## config.mk

```make
export PLATFORM = sky130hd
export DESIGN_NAME = seg_scan_driver
export DESIGN_NICKNAME = d
export VERILOG_FILES = /design/src/rtl/seg_scan_pkg.sv /design/src/rtl/bcd_to_7seg.sv /design/src/rtl/seg_scan_driver.sv
export SDC_FILE = /design/constraint.sdc
export NUM_CORES = 1
export LEC_CHECK = 0
export ABC_AREA = 1
export ABC_CLOCK_PERIOD_IN_PS = 1720
export BUFFER_PORTS_ARGS = -buffer_cell sky130_fd_sc_hd__buf_2
export CAP_MARGIN = 10
export CORE_AREA = 2 2 83 85
export CTS_CLUSTER_SIZE = 25
export DETAILED_ROUTE_END_ITERATION = 12
export DIE_AREA = 0 0 85 87
export HOLD_SLACK_MARGIN = 0.02
export PLACE_DENSITY_LB_ADDON = 0.15
export SLEW_MARGIN = 25
export SYNTH_ARGS = -nofsm -noshare
export SYNTH_HDL_FRONTEND = slang
export SYNTH_HIERARCHICAL = 1
export SYNTH_SLANG_ARGS = --single-unit
```

## constraint.sdc

```tcl
create_clock -name clk_1kHz -period 1.72 [get_ports clk_1kHz]
set_input_delay 0 -clock clk_1kHz [delete_from_list [all_inputs] [get_ports clk_1kHz]]
set_output_delay 0 -clock clk_1kHz [all_outputs]
set_load 0.01 [all_outputs]
```

## src/rtl/seg_scan_pkg.sv

```systemverilog
// Shared segment constants and digit indices for the scanned 7-segment display path.
// Segment bit order is {g,f,e,d,c,b,a}.
package seg_scan_pkg;

  localparam logic [6:0] SEG_0     = 7'h3F;
  localparam logic [6:0] SEG_1     = 7'h06;
  localparam logic [6:0] SEG_2     = 7'h5B;
  localparam logic [6:0] SEG_3     = 7'h4F;
  localparam logic [6:0] SEG_4     = 7'h66;
  localparam logic [6:0] SEG_5     = 7'h6D;
  localparam logic [6:0] SEG_6     = 7'h7D;
  localparam logic [6:0] SEG_7     = 7'h07;
  localparam logic [6:0] SEG_8     = 7'h7F;
  localparam logic [6:0] SEG_9     = 7'h6F;
  localparam logic [6:0] SEG_E     = 7'h79;
  localparam logic [6:0] SEG_BLANK = 7'h00;

  localparam logic       T_UNITS = 1'b0;
  localparam logic       T_TENS  = 1'b1;
  localparam logic [1:0] M_UNITS = 2'd0;
  localparam logic [1:0] M_TENS  = 2'd1;
  localparam logic [1:0] M_HUND  = 2'd2;

endpackage

```

## src/rtl/bcd_to_7seg.sv

```systemverilog
// Combinational BCD nibble to 7-segment decoder; non-decimal nibbles show "E".
module bcd_to_7seg
  import seg_scan_pkg::*;
(
  input  logic [3:0] nibble,
  output logic [6:0] seg
);

  always_comb begin
    seg = SEG_E;
    case (nibble)
      4'd0: seg = SEG_0;
      4'd1: seg = SEG_1;
      4'd2: seg = SEG_2;
      4'd3: seg = SEG_3;
      4'd4: seg = SEG_4;
      4'd5: seg = SEG_5;
      4'd6: seg = SEG_6;
      4'd7: seg = SEG_7;
      4'd8: seg = SEG_8;
      4'd9: seg = SEG_9;
      default: seg = SEG_E;
    endcase
  end

endmodule

```

## src/rtl/seg_scan_driver.sv

```systemverilog
// Two-channel scanned 7-segment driver: time (2 digits) and money (3 digits), with
// per-frame input latching, money leading-zero blanking and warn-driven money blink.
module seg_scan_driver
  import seg_scan_pkg::*;
#(
  parameter int unsigned SCAN_DIV       = 1,
  parameter int unsigned BLINK_HALF     = 250,
  parameter logic        SEG_ACTIVE_LOW = 1'b0
) (
  input  logic        clk_1kHz,
  input  logic        clr,
  input  logic [7:0]  disptime,
  input  logic [11:0] dispmoney,
  input  logic        warn,
  output logic [2:0]  scan_en_1,
  output logic [6:0]  disptime_7seg,
  output logic [2:0]  scan_en_0,
  output logic [6:0]  dispmoney_7seg,
  output logic [3:0]  scan_data_1,
  output logic [3:0]  scan_data_0
);

  localparam logic [7:0] DIV_LAST   = 8'(SCAN_DIV - 1);
  localparam logic [9:0] BLINK_LAST = 10'(BLINK_HALF - 1);
  localparam logic [6:0] POL_MASK   = SEG_ACTIVE_LOW ? 7'h7F : 7'h00;

  logic [7:0]  div;
  logic        idx_t;
  logic [1:0]  idx_m;
  logic [7:0]  lat_t;
  logic [11:0] lat_m;
  logic [9:0]  blink_cnt;
  logic        vis;

  logic        step;
  logic [3:0]  nib_t;
  logic [3:0]  nib_m;
  logic [6:0]  seg_t_raw;
  logic [6:0]  seg_m_raw;
  logic        blank_m;
  logic [6:0]  seg_m;

  assign step = (div == DIV_LAST);

  always_comb begin
    nib_t = (idx_t == T_TENS) ? lat_t[7:4] : lat_t[3:0];
    case (idx_m)
      M_UNITS: nib_m = lat_m[3:0];
      M_TENS:  nib_m = lat_m[7:4];
      default: nib_m = lat_m[11:8];
    endcase
  end

  bcd_to_7seg u_dec_t (.nibble(nib_t), .seg(seg_t_raw));
  bcd_to_7seg u_dec_m (.nibble(nib_m), .seg(seg_m_raw));

  // A zero test on the digit itself never matches an invalid nibble, so "E" is never blanked.
  always_comb begin
    blank_m = ((idx_m == M_HUND) && (lat_m[11:8] == 4'd0)) ||
              ((idx_m == M_TENS) && (lat_m[11:4] == 8'd0));
    seg_m   = (!vis || blank_m) ? SEG_BLANK : seg_m_raw;
  end

  always_ff @(posedge clk_1kHz) begin
    if (clr) begin
      div            <= '0;
      idx_t          <= T_UNITS;
      idx_m          <= M_UNITS;
      lat_t          <= '0;
      lat_m          <= '0;
      blink_cnt      <= '0;
      vis            <= 1'b1;
      scan_en_1      <= '0;
      disptime_7seg  <= '0;
      scan_en_0      <= '0;
      dispmoney_7seg <= '0;
      scan_data_1    <= '0;
      scan_data_0    <= '0;
    end else begin
      div <= step ? '0 : div + 8'd1;
      if (step) begin
        idx_t <= ~idx_t;
        if (idx_t == T_TENS) lat_t <= disptime;
        if (idx_m == M_HUND) begin
          idx_m <= M_UNITS;
          lat_m <= dispmoney;
        end else begin
          idx_m <= idx_m + 2'd1;
        end
      end

      if (warn) begin
        if (blink_cnt == BLINK_LAST) begin
          blink_cnt <= '0;
          vis       <= ~vis;
        end else begin
          blink_cnt <= blink_cnt + 10'd1;
        end
      end else begin
        blink_cnt <= '0;
        vis       <= 1'b1;
      end

      scan_en_1      <= {2'b00, idx_t};
      scan_data_1    <= nib_t;
      disptime_7seg  <= seg_t_raw ^ POL_MASK;
      scan_en_0      <= {1'b0, idx_m};
      scan_data_0    <= nib_m;
      dispmoney_7seg <= seg_m ^ POL_MASK;
    end
  end

endmodule

```

# [Yosys cells after proc, flatten, opt, wreduce, memory -nomap -nowiden]
# Memory sizes are Yosys's and may differ from the RTL's. A register that Yosys moved wholly into a read port is not among the register bits.
# Index checks and enable logic that the tools add are counted.
[word_totals] mem_count=2 reg_bits=56 output_inout_bits=28 mem_bits_ro=224
[classes] n_eq_ne=3 n_mux=3 addsub=3 bitwise_logic=3 n_reduce_logical=15
[memory_table] memory="(name not given)" words=16 word_bits=7 read_ports=1 rd_ports_with_merged_regs=1 write_ports=0 line_no="bcd_to_7seg.sv:11" rtl="case (nibble)"
[memory_table] memory="(name not given)" words=16 word_bits=7 read_ports=1 rd_ports_with_merged_regs=1 write_ports=0 line_no="bcd_to_7seg.sv:11"
[ops] cell="8-bit zero test" count=2
[ops] cell="10-bit by 1-bit adder with 10-bit output, second input constant" count=1
[ops] cell="10-bit by 8-bit == test with 1-bit output, second input constant" count=1
[ops] cell="8-bit by 1-bit adder with 8-bit output, second input constant" count=1
[ops] cell="4-bit one-hot mux with 2 select lines" count=1
[ops] cell="2-bit OR reduction" count=3
[ops] cell="4-bit zero test" count=1
[ops] cell="4-bit 2-to-1 mux" count=1
[ops] cell="2-bit AND reduction" count=2
[ops] cell="1-bit inverter" count=3
[ops] cell="3-bit OR reduction" count=1
[ops] cell="2-bit by 1-bit adder with 2-bit output, second input constant" count=1
[ops] cell="2-bit by 1-bit == test with 1-bit output, second input constant" count=1
[ops] cell="2-bit == test, second input constant" count=1
[ops] cell="1-bit logical AND" count=2
[ops] cell="2-bit zero test" count=1
[ops] cell="1-bit logical OR" count=2
[ops] cell="2-bit 2-to-1 mux" count=1
[ops] cell="1-bit zero test" count=1

# [Depth between registers and ports, before layout]
[logic_depth] ltp_word=5 depth_mapped=12 ltp_nobuf=12

# [Modules after synthesis]
# Netlist, hierarchy kept.
[by_module_without_submodules] mod="seg_scan_driver" area_per_inst_um2=2813.9 cells_per_inst=378 instances=1
[by_module_without_submodules] mod="bcd_to_7seg" area_per_inst_um2=188.9 cells_per_inst=33 instances=2

# [Worst setup path before layout]
# OpenSTA, ideal clock, no wires.
[synth_timing] kind="register to register" startpoint="register idx_m[0]" endpoint="register dispmoney_7seg[0]" stages_incl_launch_ff=11 required_ps=1657 t_arrival_ps=1657 slack_ps=0 period_less_slack_ps=1720 cell_sequence="dfxtp_1 > inv_2 > nor2_4 > nand2_1 > o211ai_1 > inv_1 > ha_1 > or2_1 > nand3_1 > inv_1 > nor2_2"
[synth_lines] element="start, declared" line_no="seg_scan_driver.sv:29" rtl="logic [1:0] idx_m;"
[synth_lines] element="start signal, assigned" line_no="seg_scan_driver.sv:88" rtl="idx_m <= idx_m + 2'd1;"
[synth_lines] element="2-bit by 1-bit == test with 1-bit output or 2-bit zero test (tied branches)" line_no="seg_scan_driver.sv:47" rtl="case (idx_m)"
[synth_lines] element="4-bit one-hot mux with 2 select lines *" line_no="seg_scan_driver.sv:47"
[synth_lines] element="net nib_m[1]" line_no="seg_scan_driver.sv:37" rtl="logic [3:0] nib_m;"
[synth_lines] element="end, declared" line_no="seg_scan_driver.sv:18" rtl="output logic [6:0] dispmoney_7seg,"
# The timed path passes the listed nets; every way through them passes the cells marked *.
# A chain may end at the register's enable or synchronous reset.

# [Worst setup path after layout]
[layout_timing] startpoint="register idx_m[0]" endpoint="register dispmoney_7seg[1]"
# The elaborated chain is that of the path after synthesis.

==> results.md <==
- CP cell instances: inv_2, nor2_4, nand2_1, o211ai_1, inv_1, ha_1, nand2_1, nand2_1, nand2_1, inv_1, nor2_2
- Register area share after synthesis: 0.420
- Post-Syn Area: about 3200 um2
- Setup crit end kind: flop
- Total power: 3560 uW
- Buf+Inv Stages, Crit Path: 3
- Via density: 4.49
- Synth async-reset ratio: 0
- Initial Util: 0.486
- Pin count of the biggest net entering global routing: 27
- Total GRT Usage: 0.176
- Total CTS buffers: 9
- Top-count cell post-synth: nand2_1
- Largest cells by area after synthesis: dfxtp_1 (42%), nand2_1 (11%), inv_1 (8.0%), nor2_1 (7.9%), nand3_1 (6.7%)
- Via Count: approximately 2700
- Net load switching power: 941 uW
- Max Slew Vio Count: 0
- Drt drc: 0
- Most common cell on crit path: nand2_1
- Worst Hold Class: input pin to flop
- Fmax: 0.641 GHz
- ANT nets after route: 0
- Port Buf Inserts: 47
- Clock latency on the worst-skew pair: 0.34 ns
- H-tree levels: 3
- DR iter-0 viols: 96
- Mean Syn Cell Area: slightly above 7 um2
- Worst-case clock buffer depth: 2
- Endpoints failing hold: 0
- Leak: roughly 0.0020 uW
- Antenna Cells: 0
- Core area: 6570 um2
- # nets final: 563
- Post-synth cell types: 28
- CP Launch Type: flop
- Maximum VDD drop: between 500 and 600 uV
- Initial antenna violation count: 0
- Fin Hold WS: 0.0905 ns
- #FFs+latches synth: 67
- Slowest cell on crit path: dfxtp_2
- Drt pass-1 iters: 4
- Req. time, crit path: 2.00 ns
- IO Count: 51
- Synth Flop Type: dfxtp_1
- Syn-to-layout area delta: 23.4%
- Launch point of the worst reg-to-reg path: idx_m[0]$_SDFFE_PP0N_
- Setup TNS: 0 ns
- Clock Root Buffer: clkbuf_8
- Post-synth EDFFs: 0
- Chip width: 85 um
- Largest area contributor in the netlist: dfxtp_1
- Status: finished clean
- Combinational power share: 0.160
- Core Util, Final: 0.600
- Synth top area share: 0.420
- Clk_skew: roughly 0.0079 ns
- Total gr overflow: 0
- CP Class: flop to flop
- Top cells by count, synth: nand2_1 (94), inv_1 (68), dfxtp_1 (67), nor2_1 (67), nand3_1 (43)
- Period utilization: 0.908
- Row cnt: 30
- Worst Setup SP: idx_m[0]$_SDFFE_PP0N_
- Synth warnings: 6
- PD cells: approximately 900 nW/um2
- Clock-pin slew on the worst setup and hold paths: 0.07 ns
- CTS tree: done
- Vias in the first global route: 2435
- Seq pwr share: 0.478
- Crit path max-delay family: simple AND/OR/NAND/NOR gates
- Worst-path maximum fanout: 6
- Switching Fraction: 0.265
- Setup violators final: 0
- Internal power: 2610 uW
- Non-Filler Instances: 609
- Max Cap Viol: 0
- Min-delay src: clr
- Mapped Cells: 444
- Routability Congestion: 0.830
- WP data arrival: 1.84 ns
- Wire length per cell: 10.0 um
- Clk network pwr share: 0.362
- Post-Route WL: 6090 um
- Full die area: roughly 7400 um2
- Largest stage delay on the critical path: 0.35 ns
- Tmin final: 1.56 ns
- DP Cell Count: 570
- First-pass GRT wire length: around 10000 um
- Hpwl dp: roughly 4300 um
- Die Y: 87 um
- Share of layout cells above drive strength 1: 0.193
- Number of clock sinks: 67
[power by group through the flow]
stage	clock network, uW	registers [uW]	logic (uW)
2_1_floorplan	0	1760	342
3_3_place_gp	0	1730	521
3_5_place_dp	0	1740	530
4_1_cts	1330	1700	566
5_1_grt	1390	1710	655
6_report	1290	1700	568
[worst paths after layout]
check | end | slack [ns] | cells past startpoint
min | scan_data_1[1]$_SDFF_PP0_ | 0.09 | 3
max reg2reg | dispmoney_7seg[1]$_SDFF_PP0_ | 0.16 | 11
min reg2reg | div[0]$_SDFF_PP0_ | 0.47 | 1
max | dispmoney_7seg[1]$_SDFF_PP0_ | 0.16 | 11
[final cells by class]
class / count / area [um2]
Clock buffer: 12 / 145
Tap cell: 80 / 100
Sequential cell: 67 / 1350
Clock inverter: 4 / 50.0
Multi-Input combinational cell: 290 / 1470
Fill cell: 638 / 2630
Inverter: 74 / 278
Timing Repair Buffer: 82 / 551
[cells in the final DEF (no fill, tap or decap), drive strengths merged]
cell type,n
a21oi,26
buf,61
bufinv,1
clkbuf,12
clkinv,2
clkinvlp,2
conb,3
dfxtp,67
dlygate4sd3,21
ha,16
inv,73
nand2,99
nand3,43
nand4,2
nor2,78
nor3,5
o211ai,2
o21ai,4
or2,2
xnor2,4
xor2,6
[timing repair]
action / 4_1_cts / 5_1_grt
hold buffers: 21 / 0
gates resized for setup: 0 / 5
endpoints found under the setup margin: 0 / 10
hold endpoints to repair: 21 / 0
buffers inserted: 0 / 2
[kinds of logic (layout without fill, tap and decap cells)]
family	Yosys count	after routing	synth area share
flip-flops	67	67	0.420
adder cells (fa/ha/maj)	16	16	0.0627
buffers and inverters	89	172	0.123
AO/OA/AOI/OAI	32	32	0.0529
XOR/XNOR	10	10	0.0274
AND/OR/NAND/NOR	229	229	0.313
other	1	3	0.00117
[routing by layer]
layer  part of all wire  up-vias  GRT usage  wire (um)
met5                  0        -          0          0
met4              0.013        0     0.0620         77
met3              0.032        8     0.0436        198
met2               0.48       36      0.300       2940
met1               0.47     1188      0.217       2880
li1                   -     1501          -          -
[sequential cells by signal, indices dropped and copies added (netlist names)]
name            cells
blink_cnt          10
dispmoney_7seg      7
disptime_7seg       7
div                 8
idx_m               2
idx_t               1
lat_m              12
lat_t               8
scan_data_0         4
scan_data_1         4
scan_en_0           2
scan_en_1           1
vis                 1
[worst register-to-register path, cell delays in order, from the launching register on]
cell,delay (ns)
dfxtp_2,0.35
inv_2,0.05
nor2_4,0.13
nand2_1,0.07
o211ai_1,0.13
inv_1,0.14
ha_1,0.32
nand2_1,0.08
nand2_1,0.06
nand2_1,0.06
inv_1,0.04
nor2_2,0.08
[stage by stage]
stage | instance area [um2] | setup slack, ns
5_1_grt | 3940 | -0.00594
3_5_place_dp | 3510 | 0.0284
3_3_place_gp | 3510 | 0.0753
4_1_cts | 3920 | 0.0115
2_1_floorplan | 3200 | 0.000167
6_report | 3940 | 0.159
Note: power is estimated with default switching activity, not from simulation.
